$ cat src/rtl/ctrl_pkg.sv
// ============================================================================
// ctrl_pkg : shared encodings for the RV32I multi-cycle controller
// Rev 1.0
// ============================================================================
`default_nettype none

package ctrl_pkg;

    localparam logic [4:0] OP_LUI    = 5'b01101;
    localparam logic [4:0] OP_AUIPC  = 5'b00101;
    localparam logic [4:0] OP_JAL    = 5'b11011;
    localparam logic [4:0] OP_JALR   = 5'b11001;
    localparam logic [4:0] OP_BRANCH = 5'b11000;
    localparam logic [4:0] OP_LOAD   = 5'b00000;
    localparam logic [4:0] OP_STORE  = 5'b01000;
    localparam logic [4:0] OP_OP_IMM = 5'b00100;
    localparam logic [4:0] OP_OP     = 5'b01100;

    localparam logic [1:0] PC_SEL_PLUS4  = 2'd0;
    localparam logic [1:0] PC_SEL_TARGET = 2'd1;
    localparam logic [1:0] PC_SEL_JALR   = 2'd2;

    localparam logic [1:0] WB_SEL_ALU  = 2'd0;
    localparam logic [1:0] WB_SEL_LOAD = 2'd1;
    localparam logic [1:0] WB_SEL_LINK = 2'd2;
    localparam logic [1:0] WB_SEL_IMM  = 2'd3;

    localparam logic [1:0] TC_NONE    = 2'd0;
    localparam logic [1:0] TC_ILLEGAL = 2'd1;
    localparam logic [1:0] TC_IMEM    = 2'd2;
    localparam logic [1:0] TC_DMEM    = 2'd3;

    typedef enum logic [2:0] {
        ST_FETCH  = 3'd0,
        ST_DECODE = 3'd1,
        ST_EXEC   = 3'd2,
        ST_MEM    = 3'd3,
        ST_WB     = 3'd4,
        ST_TRAP   = 3'd5
    } state_t;

    typedef enum logic [3:0] {
        CL_LUI    = 4'd0,
        CL_AUIPC  = 4'd1,
        CL_JAL    = 4'd2,
        CL_JALR   = 4'd3,
        CL_BRANCH = 4'd4,
        CL_LOAD   = 4'd5,
        CL_STORE  = 4'd6,
        CL_OP_IMM = 4'd7,
        CL_OP     = 4'd8
    } op_class_t;

endpackage

`default_nettype wire

$ cat src/rtl/op_classify.sv
// ============================================================================
// op_classify : maps opcode[6:2]/funct3 to an op class and an illegal flag
// Rev 1.0
// ============================================================================
`default_nettype none

module op_classify
    import ctrl_pkg::*;
(
    input  logic [4:0] opcode,
    input  logic [2:0] funct3,
    output op_class_t  op_class,
    output logic       illegal
);

    always_comb begin
        op_class = CL_OP;
        illegal  = 1'b0;
        case (opcode)
            OP_LUI:    op_class = CL_LUI;
            OP_AUIPC:  op_class = CL_AUIPC;
            OP_JAL:    op_class = CL_JAL;
            OP_OP_IMM: op_class = CL_OP_IMM;
            OP_OP:     op_class = CL_OP;
            OP_JALR: begin
                op_class = CL_JALR;
                illegal  = (funct3 != 3'b000);
            end
            OP_BRANCH: begin
                op_class = CL_BRANCH;
                illegal  = (funct3 == 3'b010) || (funct3 == 3'b011);
            end
            OP_LOAD: begin
                op_class = CL_LOAD;
                illegal  = !(funct3 inside {3'b000, 3'b001, 3'b010, 3'b100, 3'b101});
            end
            OP_STORE: begin
                op_class = CL_STORE;
                illegal  = !(funct3 inside {3'b000, 3'b001, 3'b010});
            end
            default:   illegal = 1'b1;
        endcase
    end

endmodule

`default_nettype wire

$ cat src/rtl/multicycle_ctrl.sv
// ============================================================================
// multicycle_ctrl : FETCH/DECODE/EXEC/MEM/WB sequencer for the RV32I core
// Rev 1.0
// ============================================================================
`default_nettype none

module multicycle_ctrl
    import ctrl_pkg::*;
#(
    parameter int TIMEOUT_CYCLES = 16,
    parameter int CNT_W          = 32
) (
    input  logic             clk,
    input  logic             rst,
    input  logic [4:0]       opcode,
    input  logic [2:0]       funct3,
    input  logic             branch_taken,
    input  logic             imem_ready,
    input  logic             dmem_ready,
    output logic             imem_req,
    output logic             dmem_req,
    output logic             dmem_we,
    output logic             ir_we,
    output logic             pc_we,
    output logic [1:0]       pc_sel,
    output logic             alu_a_sel,
    output logic             alu_b_sel,
    output logic             rf_we,
    output logic [1:0]       wb_sel,
    output logic [CNT_W-1:0] retired,
    output logic             halted,
    output logic [1:0]       trap_cause
);

    localparam logic [7:0]       WAIT_LIMIT = 8'(TIMEOUT_CYCLES - 1);
    localparam logic [CNT_W-1:0] CNT_ONE    = {{(CNT_W-1){1'b0}}, 1'b1};

    state_t           state;
    op_class_t        op_cls;
    op_class_t        dec_cls;
    logic             dec_illegal;
    logic [7:0]       wait_cnt;
    logic [CNT_W-1:0] retire_cnt;
    logic [1:0]       cause_q;

    op_classify u_classify (
        .opcode   (opcode),
        .funct3   (funct3),
        .op_class (dec_cls),
        .illegal  (dec_illegal)
    );

    // Every pc_we marks the end of an instruction, so it doubles as the retire strobe.
    always_comb begin
        imem_req  = 1'b0;
        dmem_req  = 1'b0;
        dmem_we   = 1'b0;
        ir_we     = 1'b0;
        pc_we     = 1'b0;
        pc_sel    = PC_SEL_PLUS4;
        alu_a_sel = 1'b0;
        alu_b_sel = 1'b0;
        rf_we     = 1'b0;
        wb_sel    = WB_SEL_ALU;
        halted    = 1'b0;
        if (!rst) begin
            case (state)
                ST_FETCH: begin
                    imem_req = 1'b1;
                    ir_we    = imem_ready;
                end
                ST_EXEC: begin
                    alu_a_sel = (op_cls == CL_AUIPC);
                    alu_b_sel = op_cls inside {CL_AUIPC, CL_OP_IMM, CL_LOAD, CL_STORE, CL_JALR};
                    if (op_cls == CL_BRANCH) begin
                        pc_we  = 1'b1;
                        pc_sel = branch_taken ? PC_SEL_TARGET : PC_SEL_PLUS4;
                    end
                end
                ST_MEM: begin
                    dmem_req = 1'b1;
                    dmem_we  = (op_cls == CL_STORE);
                    pc_we    = dmem_ready && (op_cls == CL_STORE);
                end
                ST_WB: begin
                    rf_we = 1'b1;
                    pc_we = 1'b1;
                    case (op_cls)
                        CL_LUI:  wb_sel = WB_SEL_IMM;
                        CL_JAL:  begin wb_sel = WB_SEL_LINK; pc_sel = PC_SEL_TARGET; end
                        CL_JALR: begin wb_sel = WB_SEL_LINK; pc_sel = PC_SEL_JALR;   end
                        CL_LOAD: wb_sel = WB_SEL_LOAD;
                        default: wb_sel = WB_SEL_ALU;
                    endcase
                end
                ST_TRAP: halted = 1'b1;
                default: ;
            endcase
        end
    end

    assign retired    = rst ? '0 : retire_cnt;
    assign trap_cause = rst ? TC_NONE : cause_q;

    always_ff @(posedge clk) begin
        if (rst) begin
            state      <= ST_FETCH;
            op_cls     <= CL_OP;
            wait_cnt   <= 8'd0;
            retire_cnt <= '0;
            cause_q    <= TC_NONE;
        end else begin
            if (pc_we)
                retire_cnt <= retire_cnt + CNT_ONE;
            case (state)
                ST_FETCH: begin
                    if (imem_ready) begin
                        state    <= ST_DECODE;
                        wait_cnt <= 8'd0;
                    end else if (wait_cnt == WAIT_LIMIT) begin
                        state    <= ST_TRAP;
                        cause_q  <= TC_IMEM;
                        wait_cnt <= 8'd0;
                    end else begin
                        wait_cnt <= wait_cnt + 8'd1;
                    end
                end
                ST_DECODE: begin
                    op_cls <= dec_cls;
                    if (dec_illegal) begin
                        state   <= ST_TRAP;
                        cause_q <= TC_ILLEGAL;
                    end else begin
                        state <= ST_EXEC;
                    end
                end
                ST_EXEC: begin
                    case (op_cls)
                        CL_BRANCH:         state <= ST_FETCH;
                        CL_LOAD, CL_STORE: state <= ST_MEM;
                        default:           state <= ST_WB;
                    endcase
                end
                ST_MEM: begin
                    if (dmem_ready) begin
                        state    <= (op_cls == CL_STORE) ? ST_FETCH : ST_WB;
                        wait_cnt <= 8'd0;
                    end else if (wait_cnt == WAIT_LIMIT) begin
                        state    <= ST_TRAP;
                        cause_q  <= TC_DMEM;
                        wait_cnt <= 8'd0;
                    end else begin
                        wait_cnt <= wait_cnt + 8'd1;
                    end
                end
                ST_WB:   state <= ST_FETCH;
                default: state <= ST_TRAP;
            endcase
        end
    end

endmodule

`default_nettype wire

$ cat config.mk
export PLATFORM = sky130hd
export DESIGN_NAME = multicycle_ctrl
export DESIGN_NICKNAME = d
export VERILOG_FILES = /design/src/rtl/ctrl_pkg.sv /design/src/rtl/op_classify.sv /design/src/rtl/multicycle_ctrl.sv
export SDC_FILE = /design/constraint.sdc
export NUM_CORES = 1
export LEC_CHECK = 0
export ABC_AREA = 1
export ABC_CLOCK_PERIOD_IN_PS = 4700
export CAP_MARGIN = 40
export CORE_UTILIZATION = 57
export DETAILED_ROUTE_END_ITERATION = 8
export PLACE_DENSITY = 0.86
export SLEW_MARGIN = 20
export SYNTH_ARGS = -nofsm -noshare
export SYNTH_HDL_FRONTEND = slang
export SYNTH_SLANG_ARGS = --single-unit
$ cat constraint.sdc
create_clock -name clk -period 4.7 [get_ports clk]
set_input_delay 1.175 -clock clk [delete_from_list [all_inputs] [get_ports clk]]
set_output_delay 1.175 -clock clk [all_outputs]
set_load 0.005 [all_outputs]
==> flow_summary_export.csv, run 1 <==
group,metric,value,unit
outcome,outcome,"finished, final reports clean",
setup_path,cp_max_fo,12,
synthesis,yosysTopAreaCell,"dfxtp_1",
clock_network,clkTransAtPathRegs,0.10,ns
final_layout,synthToLayoutAreaGrowth,22.09,%
clock_network,cts_root_buffer,"clkbuf_8",
hold_path,holdPathEnd,"retire_cnt[23]",
timing,layout_worst_path_cycle_share,0.8354,
grt,grt_pass1_wl,14810,um
die,io_pins,60,
routing,drcViolationCount,0,
placed_design,dp_hpwl,6389,um
flow_run,drv_cap,0,
setup_path,arrival,2.75,ns
die,initial_utilization,0.6004,
routing,dr.pass1.iters,5,
pwr,power.leakage,1.519,nW
grt,grt_pass1_vias,3575,
die,floorplan.rows,27,
hold_path,hold_class,"reg2reg",
clock_network,clock_sinks,49,
timing,relSlewSlack,0.6541,
synthesis,synth_xor_xnor_area_share,0.03402,
synthesis,ys_types,35,
synthesis,yosysTopAreaCellShare,0.2931,
placed_design,dp_worst_setup_slack,0.7727,ns
die,dieArea,0.006183,mm2
synthesis,seq_area_frac_synth,0.2931,
timing,fin_worst_skew,0.01595,ns
grt,gr-total-overflow,0,
synthesis,synth_area_per_cell,5.851,um2
setup_path,cp-end-kind,"output pin",
setup_path,r2r_start,"op_cls[1]",
hold_path,hold_depth,1,
die,core-area,0.005574,mm2
synthesis,yosysWarningCount,0,
synthesis,synth_fa_ha_area_frac,0.007477,
synthesis,synth_commonest_cells,"160 x nand2_1, 110 x nor2_1, 76 x inv_1",
die,die_h,78.63,um
synthesis,synth_top_family_by_area,"simple AND/OR/NAND/NOR gates",
setup_path,start_kind,"input port",
final_layout,final_nets,644,
hold_path,hp-start,"retire_cnt[23]",
synthesis,synth-simple-area-share,0.4329,
setup_path,r2r-end,"retire_cnt[23]",
placed_design,gp_congestion,0.9451,
timing,fin_ws,0.7738,ns
routing,postRouteAntennaNets,0,
grt,grt_usage,0.2945,
setup_path,r2r_slack,2.76,ns
routing,first_iter_violations,270,
pwr,peakVddDrop,0.1788,mV
pwr,powerDensity,257.4,mW/mm2
timing,finalSetupViolations,0,
synthesis,synthesis.area,0.003347,mm2
clock_network,clkLatencyLatePin,0.32,ns
final_layout,drive_gt1_frac,0.05397,
synthesis,syn-num-nets,587,
grt,grt_max_degree,37,
grt,antenna_found_initial,0,
setup_path,path_class,"in2out",
placed_design,portBuffers,59,
synthesis,synth_edf_count,0,
synthesis,synth_compound_area_frac,0.1121,
clock_network,ctsHoldBuffers,0,
setup_path,cp.required,3.52,ns
clock_network,cts_buffers,5,
routing,wire_per_inst,12.16,um
synthesis,yosys-top-cells-area,"dfxtp_1 29%, nand2_1 18%, nor2_1 12%, inv_1 8.5%, a21oi_1 6.1%",
synthesis,postSynthCellCount,572,
synthesis,ys_seq_elements,49,
timing,period_needed,3.926,ns
timing,fmax,0.2547,GHz
routing,drt-total-wl,8539,um
clock_network,cts.path.max_buffers,2,
timing,maxSlewViolCount,0,
synthesis,ys.flop_type,"dfxtp_1",
timing,finalSetupTns,0,ns
clock_network,cts_tree,"done",
synthesis,async_reset_ff_frac,0,
die,chipWidth,78.63,um
routing,num_vias,3785,
final_layout,diodes,0,
timing,worst_slew_pin_slew,0.5058,ns
routing,drt-vias-per-instance,5.392,
timing,rsz0062_at_grt,"no",
clock_network,cts_resized,0,
setup_path,reg2reg_depth,12,
synthesis,synth_most_common_cell,"nand2_1",
timing,final_hold_viol_count,0,
synthesis,synthMuxAreaShare,0,
clock_network,post-cts-setup-buffers,0,
clock_network,htree_levels,2,
==> worst max path at each step <==
stage / start / end / cells after the start
finish: dmem_ready / pc_we / 8
global placement: dmem_ready / pc_we / 8
floorplan: rst / dmem_req / 4
detailed placement: dmem_ready / pc_we / 8
CTS: dmem_ready / pc_we / 8
global route: dmem_ready / pc_we / 8
==> sequential cells by signal (all words and copies together) (netlist names) <==
register	count
retire_cnt	32
wait_cnt	8
state	3
op_cls	4
cause_q	2
==> cell usage in the layout (no fill, tap or decap), types with 2 or more instances in the layout <==
master	n
nand2_1	160
nor2_1	110
inv_1	76
clkdlybuf4s50_1	58
dfxtp_1	49
a21oi_1	41
nand3_1	27
nor3_1	18
xor2_1	13
nand4_1	12
o21ai_0	12
inv_2	6
clkbuf_8	5
buf_4	5
nor2_4	3
nor2_2	3
o21ai_1	3
o211ai_1	3
nand2_2	2
a22oi_1	2
nor4_1	2
a31oi_1	2
ha_1	2
inv_6	2
==> worst max-delay path, cell delays in order <==
cell	delay (ns)
clkdlybuf4s50_1	0.45
inv_1	0.07
nor2_2	0.12
nand2_1	0.08
nand2_2	0.21
nand2_2	0.09
clkinv_2	0.06
clkdlybuf4s50_1	0.49
==> logic make-up after synthesis <==
logic type / Yosys count
flip-flops: 49
XOR/XNOR: 13
AO/OA/AOI/OAI: 68
buffers and inverters: 97
adder cells (fa/ha/maj): 2
AND/OR/NAND/NOR: 343
==> metal layers <==
layer	track usage	vias up	wire [um]
met2	0.5183	137	4282
met1	0.3540	1710	3565
met4	0.1185	0	183
li1	-	1916	-
met5	0	-	0
met3	0.04651	22	507
==> cell type report <==
| cell class | instances | area (um2) |
|---|---|---|
| Timing Repair Buffer | 64 | 623.1 |
| Fill cell | 484 | 1488 |
| Tap cell | 72 | 90.09 |
| Inverter | 83 | 312.8 |
| Sequential cell | 49 | 980.9 |
| Clock buffer | 5 | 68.82 |
| Clock inverter | 3 | 47.55 |
| Multi-Input combinational cell | 426 | 1963 |
==> report_power, final <==
| group | switching (mW) | internal [mW] | total [mW] |
|---|---|---|---|
| clock | 0.159 | 0.163 | 0.321 |
| combinational | 0.173 | 0.0940 | 0.267 |
| sequential | 0.0212 | 0.442 | 0.463 |
| total | 0.353 | 0.698 | 1.05 |
==> metrics by stage <==
step	hold slack (ns)	util	total power [mW]	cell area, um2	std cells
6_report	0.4684	0.7331	1.052	4086	702
4_1_cts	0.4680	0.7331	1.053	4086	702
3_5_place_dp	0.4497	0.7122	0.7356	3970	694
2_1_floorplan	0.4319	-	0.6668	3347	572
3_3_place_gp	0.4495	0.7122	0.7317	3970	694
5_1_grt	0.4918	0.7331	1.109	4086	702
(Power assumes the default switching activity.)
==> inputs of run 2 (changes only) <==
ABC_CLOCK_PERIOD_IN_PS = 3800   (was 4700)
CORE_UTILIZATION = 53   (was 57)
PLACE_DENSITY = 0.8   (was 0.86)
clock period = 3.8 ns   (was 4.7 ns; I/O delays follow)
==> flow_summary_export.csv, run 2 (synthesized netlist as in run 1, its figures left out) <==
group,metric,value,unit
outcome,outcome,"finished, final reports clean",
grt,grt_pass1_wl,14120,um
timing,relSlewSlack,0.7084,
setup_path,start_kind,"input port",
timing,final_hold_viol_count,0,
timing,finalSetupViolations,0,
setup_path,slowest_delay,0.48,ns
final_layout,largest_reg_flops,32,
routing,wire_per_inst,12.09,um
routing,drt-total-wl,8536,um
timing,rsz0062_at_grt,"no",
final_layout,drive_gt1_frac,0.05547,
clock_network,cts_root_buffer,"clkbuf_8",
setup_path,crit_cells,8,
grt,grt_usage,0.2720,
clock_network,cts_resized,0,
die,initial_utilization,0.5587,
clock_network,cts_buffers,5,
placed_design,portBuffers,59,
timing,maxSlewViolCount,0,
clock_network,post-cts-setup-buffers,0,
die,dieArea,0.006637,mm2
routing,dr.pass1.iters,5,
pwr,powerDensity,304.3,mW/mm2
timing,finalSetupTns,0,ns
final_layout,reg_top3,"retire_cnt x32, wait_cnt x8, op_cls x4",
setup_path,crit_chain,"clkdlybuf4s50_1 -> inv_1 -> nor2_2 -> nand2_1 -> nand2_2 -> nand2_2 -> clkinv_2 -> clkdlybuf4s50_1",
setup_path,cp_slowest_cell,"clkdlybuf4s50_1",
die,chipWidth,81.47,um
timing,fmax,0.3011,GHz
clock_network,cts_tree,"done",
grt,grt_max_degree,34,
timing,layout_worst_path_cycle_share,0.8740,
final_layout,diodes,0,
timing,fin_worst_skew,0.005587,ns
hold_path,hold_depth,2,
grt,gr-total-overflow,0,
setup_path,arrival,2.37,ns
clock_network,htree_levels,2,
hold_path,hold_class,"reg2reg",
flow_run,drv_cap,0,
clock_network,clkTransAtPathRegs,0.10,ns
placed_design,gp_congestion,0.9406,
timing,period_needed,3.321,ns
final_layout,final_nets,645,
final_layout,final_common_cell,"nand2_1",
die,die_h,81.47,um
die,floorplan.rows,28,
timing,worst_slew_pin_slew,0.4357,ns
clock_network,ctsHoldBuffers,0,
final_layout,final_cell_mix,"160 x nand2_1, 110 x nor2_1, 76 x inv_1, 58 x clkdlybuf4s50_1, 49 x dfxtp_1",
final_layout,regMostFlops,"retire_cnt",
routing,postRouteAntennaNets,0,
clock_network,clkLatencyLatePin,0.31,ns
setup_path,cpLargestDelayFamily,"buffers and inverters",
routing,num_vias,3723,
grt,grt_pass1_vias,3326,
pwr,peakVddDrop,0.2407,mV
setup_path,cp_max_fo,4,
setup_path,cp-end-kind,"output pin",
routing,drcViolationCount,0,
clock_network,clock_sinks,49,
pwr,power.leakage,1.507,nW
timing,hold_slack,0.4678,ns
setup_path,path_class,"in2out",
placed_design,dp_hpwl,6662,um
final_layout,synthToLayoutAreaGrowth,21.79,%
grt,antenna_found_initial,0,
routing,drt-vias-per-instance,5.273,
die,core-area,0.005991,mm2
setup_path,reg2reg_depth,11,
setup_path,cp.required,2.85,ns
routing,first_iter_violations,208,
die,io_pins,60,
clock_network,cts.path.max_buffers,2,
setup_path,critPathBufInv,4,
## run 2: cell count changes in the layout (fill, tap and decap cells not counted), sizes merged
cell / delta
buf: +1
clkinvlp: +2
bufinv: -1
inv: -1
## run 2: area by class of cell
type,count,area [um2]
tap,75,93.84
fill,556,1914
clock inverter,3,26.28
sequential,49,980.9
clock buffer,5,68.82
inverter,83,312.8
timing repair buffer,65,630.6
multi-input combinational,426,1963
## run 2: worst register-to-register path, stage by stage, from the launching register on
cell	delay, ns
dfxtp_1	0.38
nor2_1	0.23
nand2_1	0.11
nor2_1	0.19
nor2_2	0.06
nand2_2	0.07
buf_4	0.18
nand2_1	0.07
nor2_1	0.12
nand2_1	0.08
o21ai_0	0.18
inv_1	0.06
## run 2: through the flow
step                      cell area, um2  setup slack [ns]    util  total power, mW  std cells
after floorplan                     3347             1.028       -           0.8247        572
after global placement              3981            0.4869  0.6646           0.9103        698
after CTS                           4076            0.4678  0.6805            1.246        706
after detailed placement            3981            0.4682  0.6646           0.9174        698
after global routing                4076            0.3780  0.6805            1.314        706
final                               4076            0.4787  0.6805            1.241        706
## run 2: worst paths after layout
kind              slack [ns]  startpoint             to
hold reg to reg         0.47  cause_q[0]     cause_q[0]
setup / recovery        0.48  dmem_ready          pc_we
hold / removal          0.47  cause_q[0]     cause_q[0]
setup reg to reg        1.98   op_cls[0]  retire_cnt[4]
## run 2: per-layer routing
metal  up-vias  GRT usage  wire length, um
li1       1932          -                -
met1      1660     0.3231             3735
met2       116     0.4992             4270
met3        15    0.04333              401
met4         0    0.07679              128
met5         -          0                0
## run 2: power by group
| part | internal, mW | switching (mW) |
|---|---|---|
| registers | 0.546 | 0.0271 |
| logic | 0.119 | 0.215 |
| clock network | 0.134 | 0.198 |
==> inputs of run 3 (changes only) <==
GPL_ROUTABILITY_DRIVEN = 0   (was unset)
==> flow_summary_export.csv, run 3 (synthesized netlist as in run 1, its figures left out) <==
group,metric,value,unit
die,dieArea,0.006637,mm2
final_layout,final_nets,645,
timing,hold_slack,0.4696,ns
pwr,powerDensity,300.0,mW/mm2
setup_path,cp.required,2.85,ns
final_layout,largest_reg_flops,32,
clock_network,clock_sinks,49,
setup_path,cp-end-kind,"output pin",
routing,num_vias,3717,
final_layout,reg_top3,"retire_cnt x32, wait_cnt x8, op_cls x4",
routing,drt-vias-per-instance,5.265,
grt,grt_max_degree,34,
timing,layout_worst_path_cycle_share,0.8730,
timing,worst_slew_pin_slew,0.4536,ns
setup_path,cp-startpoint,"dmem_ready",
hold_path,hp-start,"cause_q[1]",
clock_network,cts_tree,"done",
grt,gr-total-overflow,0,
pwr,power.leakage,1.509,nW
clock_network,htree_levels,2,
timing,finalSetupTns,0,ns
timing,maxSlewViolCount,0,
final_layout,fillCellCount,559,
routing,first_iter_violations,223,
pwr,peakVddDrop,0.2933,mV
timing,fmax,0.3014,GHz
hold_path,hold_class,"reg2reg",
timing,relSlewSlack,0.6898,
clock_network,ctsHoldBuffers,0,
clock_network,post-cts-setup-buffers,0,
grt,top_usage_layer,"met2",
timing,period_needed,3.318,ns
setup_path,critPathBufInv,4,
die,floorplan.rows,28,
grt,antenna_found_initial,0,
final_layout,final_cell_mix,"160 x nand2_1, 110 x nor2_1, 76 x inv_1, 58 x clkdlybuf4s50_1, 49 x dfxtp_1",
final_layout,drive_gt1_frac,0.05547,
setup_path,r2r_start,"op_cls[0]",
setup_path,crit_chain,"clkdlybuf4s50_1 -> inv_1 -> nor2_2 -> nand2_1 -> nand2_2 -> nand2_2 -> clkinv_2 -> clkdlybuf4s50_1",
placed_design,portBuffers,59,
final_layout,final_common_cell,"nand2_1",
routing,postRouteAntennaNets,0,
clock_network,cts_resized,0,
routing,dr.pass1.iters,5,
die,io_pins,60,
final_layout,synthToLayoutAreaGrowth,21.53,%
die,core-area,0.005991,mm2
clock_network,cts_buffers,5,
flow_run,drv_cap,0,
timing,final_hold_viol_count,0,
routing,wire_per_inst,12.12,um
grt,globalRouteMet3Util,0.03889,
timing,finalSetupViolations,0,
setup_path,slowest_delay,0.48,ns
grt,grt_pass1_wl,14460,um
clock_network,cts.path.max_buffers,2,
setup_path,path_class,"in2out",
setup_path,arrival,2.37,ns
timing,fin_worst_skew,0.008861,ns
grt,grt_usage,0.2786,
grt,grtUsageMet2,0.5083,
routing,drcViolationCount,0,
outcome,outcome,"finished, final reports clean",
clock_network,clkTransAtPathRegs,0.09,ns
routing,drt-total-wl,8559,um
grt,grt_util_met1,0.3260,
grt,grt_pass1_vias,3455,
die,die_h,81.47,um
setup_path,start_kind,"input port",
setup_path,cp_slowest_cell,"clkdlybuf4s50_1",
final_layout,regMostFlops,"retire_cnt",
setup_path,cpLargestDelayFamily,"buffers and inverters",
clock_network,cts_root_buffer,"clkbuf_8",
clock_network,clkLatencyLatePin,0.31,ns
final_layout,diodes,0,
die,chipWidth,81.47,um
placed_design,dp_hpwl,6574,um
timing,rsz0062_at_grt,"no",
setup_path,cp_max_fo,4,
die,initial_utilization,0.5587,
[run 3: cell types whose count changed in the layout (fill, tap and decap cells not counted), sizes merged]
| cell | delta |
|---|---|
| clkinvlp | -1 |
| inv | -1 |
| clkinv | +2 |
[run 3: per-layer routing]
| metal | vias to the layer above | routed length [um] |
|---|---|---|
| met5 | - | 0 |
| met4 | 0 | 156 |
| met3 | 16 | 334 |
| met2 | 84 | 4248 |
| met1 | 1703 | 3819 |
| li1 | 1914 | - |
[run 3: worst reg2reg max path: cells and delay by family (launching register included)]
kind	cells	cell delay, ns
buffers and inverters	2	0.32
AND/OR/NAND/NOR	7	0.80
flip-flops	1	0.37
AO/OA/AOI/OAI	2	0.18
[run 3: worst paths after layout]
| path | to | slack (ns) | depth (start not counted) |
|---|---|---|---|
| worst min register to register | cause_q[1] | 0.47 | 2 |
| worst max register to register | retire_cnt[19] | 2.04 | 11 |
| worst max-delay path | pc_we | 0.48 | 8 |
| worst min-delay path | cause_q[1] | 0.47 | 2 |
[run 3: cell type report]
cell class	count	area, um2	share of cell area
clock buffers	5	68.82	0.01692
clock inverters	3	17.52	0.004306
inverters	83	312.8	0.07690
multi-input cells	426	1963	0.4826
flip-flops and latches	49	980.9	0.2412
well taps	75	93.84	0.02307
repair buffers	65	630.6	0.1550
[run 3: report_power, final]
part	internal (mW)	switching, mW
Combinational	0.119	0.218
Sequential	0.546	0.0259
Clock	0.127	0.184
[run 3: through the flow]
stage	power (mW)	cells	setup WS, ns	instance area, um2	utilization
2_1_floorplan	0.8247	572	1.028	3347	-
3_3_place_gp	0.9100	698	0.4888	3981	0.6646
3_5_place_dp	0.9158	698	0.4821	3981	0.6646
4_1_cts	1.226	706	0.4802	4068	0.6790
5_1_grt	1.298	706	0.3711	4068	0.6790
6_report	1.220	706	0.4825	4068	0.6790
==> RTL edit 1: new RTL, flow settings as in run 2 <==
Put a register stage on the output `retired`, cleared by the reset. The value now appears one clock later. The other outputs are not delayed to match.
--- a/src/rtl/multicycle_ctrl.sv
+++ b/src/rtl/multicycle_ctrl.sv
@@ -99,7 +99,13 @@
         end
     end
 
-    assign retired    = rst ? '0 : retire_cnt;
+    always_ff @(posedge clk) begin
+        if (rst) begin
+            retired <= '0;
+        end else begin
+            retired <= rst ? '0 : retire_cnt;
+        end
+    end
     assign trap_cause = rst ? TC_NONE : cause_q;
 
     always_ff @(posedge clk) begin
Formal check against the unedited RTL: not equivalent (Yosys sat finds a counterexample within 4 cycles, from zero or initial values and one cycle with rst high).
==> RTL edit 1 against run 2 <==
Sequential power rose by 64%; area after synthesis rose by 28%; clock power rose by 100%; sequential cell count rose by 32; sequential share of layout area rose by 7.6 points; critical path depth did not move; cell area rose by 26%; worst setup slack got worse by 0.090 ns; via count rose by 10%; critical path type unchanged; wire length rose by 18%; die area rose by 27%; total power rose by 63%.
==> RTL edit 1: results (changes against run 2) <==
[synthesis]
synth_nets = 637  ; +8.5%
syn_area_per_cell_um2 = 6.863  ; +17%
ys_seq_area_frac = 0.3798  ; +0.08675
yosys-top-cells-area = dfxtp_1 38%, nand2_1 13%, nor2_1 9.1%, inv_1 6.2%, nand3_1 4.0%
synth_common_cells = 153 x nand2_1, 104 x nor2_1, 81 x dfxtp_1, 70 x inv_1, 34 x nand3_1

[critical_path]
cp.arrival_ns = 2.46  ; +0.09 ns
r2r-end = retire_cnt[16]$_SDFFE_PP0P_
rr_startpoint = retire_cnt[0]$_SDFFE_PP0P_
rr_worst_depth = 9  ; -2
r2r_setup_slack_ns = 1.56  ; -0.42 ns
crit_family = buffers and inverters
path_max_fanout = 5  ; +1
cpPeakStageDelay_ns = 0.50  ; +0.02 ns

[clocking]
htree_levels = 3  ; +1
clkTransAtPathRegs_ns = 0.08  ; -0.02 ns
clk_latency_ns = 0.35  ; +0.04 ns
cts_buffer_depth = 2  ; unchanged

[power]
p_seq_frac = 0.467  ; +0.005
leakage_nw = 1.891  ; +25%
ir_worst_vdd_mv = 0.2210  ; -8.2%
p_seq_mw = 0.944  ; +64%
combPwrFrac = 0.197  ; -0.073

[placed_design]
place_inst = 774  ; +11%
gp_congestion = 0.9536  ; +1.4%
dp_hpwl_um = 7620  ; +14%
post-place-ws_ns = 0.3915  ; -0.07678 ns

[drt]
wl_per_cell_um = 12.78  ; +5.7%
wl_met2_um = 4915  ; +15%
wl_met3_um = 460  ; +15%
vias = 4104  ; +10%
wl_met1_um = 4538  ; +21%
drt_iter0_drc = 181  ; -13%

[final_layout]
final_nets = 698  ; +8.2%
instances_no_fill = 790  ; +12%
fill_cells = 702  ; +26%
drive_gt1_frac = 0.1250  ; +0.06953
reg_top3 = retire_cnt x32, retired x32, wait_cnt x8

[sta]
max_freq_mhz = 293.1  ; -2.6%
tightest_slew_ns = 0.4579  ; +0.02216 ns
skew_ns = 0.01050  ; +0.004909 ns

[grt]
track_usage = 0.2556  ; -0.01635
grt_use_met2 = 0.4474  ; -0.05180
use_met3 = 0.04395  ; +0.0006136
grt_max_degree = 39  ; +15%
first_global_vias = 3846  ; +16%
antenna_found_initial = 0  ; unchanged
grt_util_met1 = 0.3100  ; -0.01315
grt_pass1_wl_um = 17310  ; +23%

[min_path]
min_from = cause_q[1]$_SDFFE_PP0P_
min_path_type = reg -> reg
hold_end = cause_q[1]$_SDFFE_PP0P_

[status]
outcome = finished, final reports clean

[RTL edit 1: changes by cell type after synthesis, sizes merged, moves of 4 or more]
cell	change
dfxtp	+32
nand2	+13
nand3	+9
o21ai	-6
inv	-5
nor3	+5
buf	+4
clkbuf	-4
nor2	-4
[RTL edit 1: cell type report]
| class | count | area [um^2] | area share |
|---|---|---|---|
| multi-input cells | 448 | 2231 | 0.4354 |
| inverters | 79 | 309.0 | 0.06032 |
| repair buffers | 64 | 623.1 | 0.1216 |
| well taps | 102 | 127.6 | 0.02491 |
| clock inverters | 5 | 80.08 | 0.01563 |
| clock buffers | 11 | 131.4 | 0.02564 |
| flip-flops and latches | 81 | 1622 | 0.3165 |
[RTL edit 1: cells by family (layout without fill, tap and decap cells)]
logic type	Yosys count	after routing	share of synthesized area
adder cells (fa/ha/maj)	2	2	0.005861
flip-flops	81	81	0.3798
AO/OA/AOI/OAI	64	64	0.09877
buffers and inverters	93	159	0.09759
XOR/XNOR	12	12	0.02462
AND/OR/NAND/NOR	370	370	0.3933
==> RTL edit 2: new RTL, flow settings as in run 2 <==
Without the edit above. Change the parameter `CNT_W` from 32 to 48.
--- a/src/rtl/multicycle_ctrl.sv
+++ b/src/rtl/multicycle_ctrl.sv
@@ -8,7 +8,7 @@
     import ctrl_pkg::*;
 #(
     parameter int TIMEOUT_CYCLES = 16,
-    parameter int CNT_W          = 32
+    parameter int CNT_W          = 48
 ) (
     input  logic             clk,
     input  logic             rst,
Interface: changed (resized retired); port bits go from 60 to 76. The function was not compared with the original's and may differ.
==> RTL edit 2 against run 2 <==
Clock power is 67% higher; final cell count is 39% higher; area after synthesis is 41% higher; sequential cell count is 16 higher; synthesized cell count is 38% higher; clock skew is 0.0035 ns higher; total power is 41% higher; via count is 40% higher; core utilization is 1.9 points lower; hold slack worse by 0.0026 ns; cell area is 41% higher; worst setup slack better by 0.012 ns; wire length is 58% higher; largest cell class unchanged; largest power group unchanged.
==> RTL edit 2: results (changes against run 2) <==
[placed_design]
dp_hpwl_um = 10550  ; +58%
gp_congestion = 0.9443  ; +0.39%
place_inst = 965  ; +38%
portBuffers = 75  ; +27%
placed_area_um2 = 5560  ; +40%

[min_path]
hold_depth = 2  ; unchanged
min_from = cause_q[0]$_SDFFE_PP0P_
hold_end = cause_q[0]$_SDFFE_PP0P_
min_path_type = reg -> reg

[final_layout]
instances_no_fill = 980  ; +39%
drive_gt1_frac = 0.1147  ; +0.05921
n_antenna_cell = 0  ; unchanged
reg_top3 = retire_cnt x48, wait_cnt x8, op_cls x4
final_nets = 883  ; +37%
regMostFlops = retire_cnt
fill_cells = 835  ; +50%

[critical_path]
rr_worst_depth = 8  ; -3
r2r_setup_slack_ns = 1.75  ; -0.23 ns
rr_startpoint = retire_cnt[0]$_SDFFE_PP0P_
cp.arrival_ns = 2.36
cpPeakStageDelay_ns = 0.57  ; +0.09 ns
r2r-end = retire_cnt[44]$_SDFFE_PP0P_

[power]
leakage_nw = 1.984  ; +32%
ir_worst_vdd_mv = 0.3200  ; +33%
p_sw_mw = 0.5955  ; +35%

[grt]
grt_util_met1 = 0.3587  ; +0.03557
grt_pass1_wl_um = 21670  ; +53%
antenna_found_initial = 0  ; unchanged
track_usage = 0.3055  ; +0.03353
grt_max_degree = 35  ; +2.9%
use_met3 = 0.06477  ; +0.02144
grt_use_met2 = 0.5402  ; +0.04102
first_global_vias = 4828  ; +45%

[status]
outcome = finished, final reports clean

[clocking]
cts_root_buf = clkbuf_8
cts_setup_buffers = 0  ; unchanged
ctsResizeCount = 0  ; unchanged
cts_made_buffers = 9  ; +4
clk_latency_ns = 0.35  ; +0.04 ns
htree_levels = 3  ; +1
clkTransAtPathRegs_ns = 0.07  ; -0.03 ns
cts_buffer_depth = 2  ; unchanged

[drt]
drt_iter0_drc = 319  ; +53%
dr.pass1.iters = 8  ; +3
wl_per_cell_um = 13.79  ; +14%
via_per_inst = 5.332  ; +1.1%

[synthesis]
yosys-top-cells-area = dfxtp_1 28%, nand2_1 17%, nor2_1 15%, inv_1 7.0%, a21oi_2 4.5%
ys_seq_area_frac = 0.2759  ; -0.01722
synth_cell_type_count = 45  ; +29%
synth_nets = 805  ; +37%
synth_common_cells = 210 x nand2_1, 191 x nor2_1, 88 x inv_1, 65 x dfxtp_1, 36 x nand3_1
syn_area_per_cell_um2 = 5.971  ; +2.0%

[sta]
skew_ns = 0.009074  ; +0.003488 ns
tightest_slew_ns = 0.5486  ; +0.1128 ns

[RTL edit 2: how the worst max path moves through the flow]
stage                    start         to  slack, ns  depth (start not counted)
floorplan                  rst  alu_a_sel       1.17                          4
global placement    dmem_ready      pc_we       0.49                          6
detailed placement  dmem_ready      pc_we       0.48                          6
CTS                 dmem_ready      pc_we       0.48                          6
global route        dmem_ready      pc_we       0.42                          6
finish              dmem_ready      pc_we       0.49                          6
[RTL edit 2: final cells by class]
cell class / instances / area share
clock buffer: 12 / 0.02877
clock inverter: 3 / 0.002616
inverter: 97 / 0.06473
multi-input combinational: 610 / 0.5081
sequential: 65 / 0.2267
tap: 108 / 0.02354
timing repair buffer: 85 / 0.1456
[RTL edit 2: through the flow]
step / setup slack [ns] / total power, mW / hold slack (ns) / utilization
after floorplan: 1.174 / 1.089 / 0.4319 / -
after global placement: 0.4871 / 1.193 / 0.4544 / 0.6407
after detailed placement: 0.4764 / 1.204 / 0.4555 / 0.6407
after CTS: 0.4763 / 1.753 / 0.4667 / 0.6615
after global routing: 0.4204 / 1.843 / 0.4972 / 0.6615
final: 0.4908 / 1.746 / 0.4652 / 0.6615
[RTL edit 2: layer usage]
metal	wire [um]	up-vias
li1	-	2633
met1	5720	2392
met2	6675	171
met3	762	29
met4	353	0
met5	0	-
[RTL edit 2: cells by family after synthesis]
family | after synthesis | synth area share
adder cells (fa/ha/maj) | 2 | 0.005304
AO/OA/AOI/OAI | 69 | 0.09655
flip-flops | 65 | 0.2759
XOR/XNOR | 15 | 0.02785
AND/OR/NAND/NOR | 524 | 0.4886
buffers and inverters | 115 | 0.1058
[RTL edit 2: critical path: cells and delay by family]
kind	cells	cell delay, ns
buf+inv	3	1.12
simple gates	3	0.28
[RTL edit 2: power groups by stage]
| stage | Sequential [mW] | Clock [mW] | Combinational (mW) |
|---|---|---|---|
| 3_3_place_gp | 0.784 | 0 | 0.409 |
| 3_5_place_dp | 0.787 | 0 | 0.417 |
| 4_1_cts | 0.771 | 0.562 | 0.420 |
| 5_1_grt | 0.778 | 0.594 | 0.470 |
| 6_report | 0.772 | 0.556 | 0.419 |
| 2_1_floorplan | 0.776 | 0 | 0.313 |
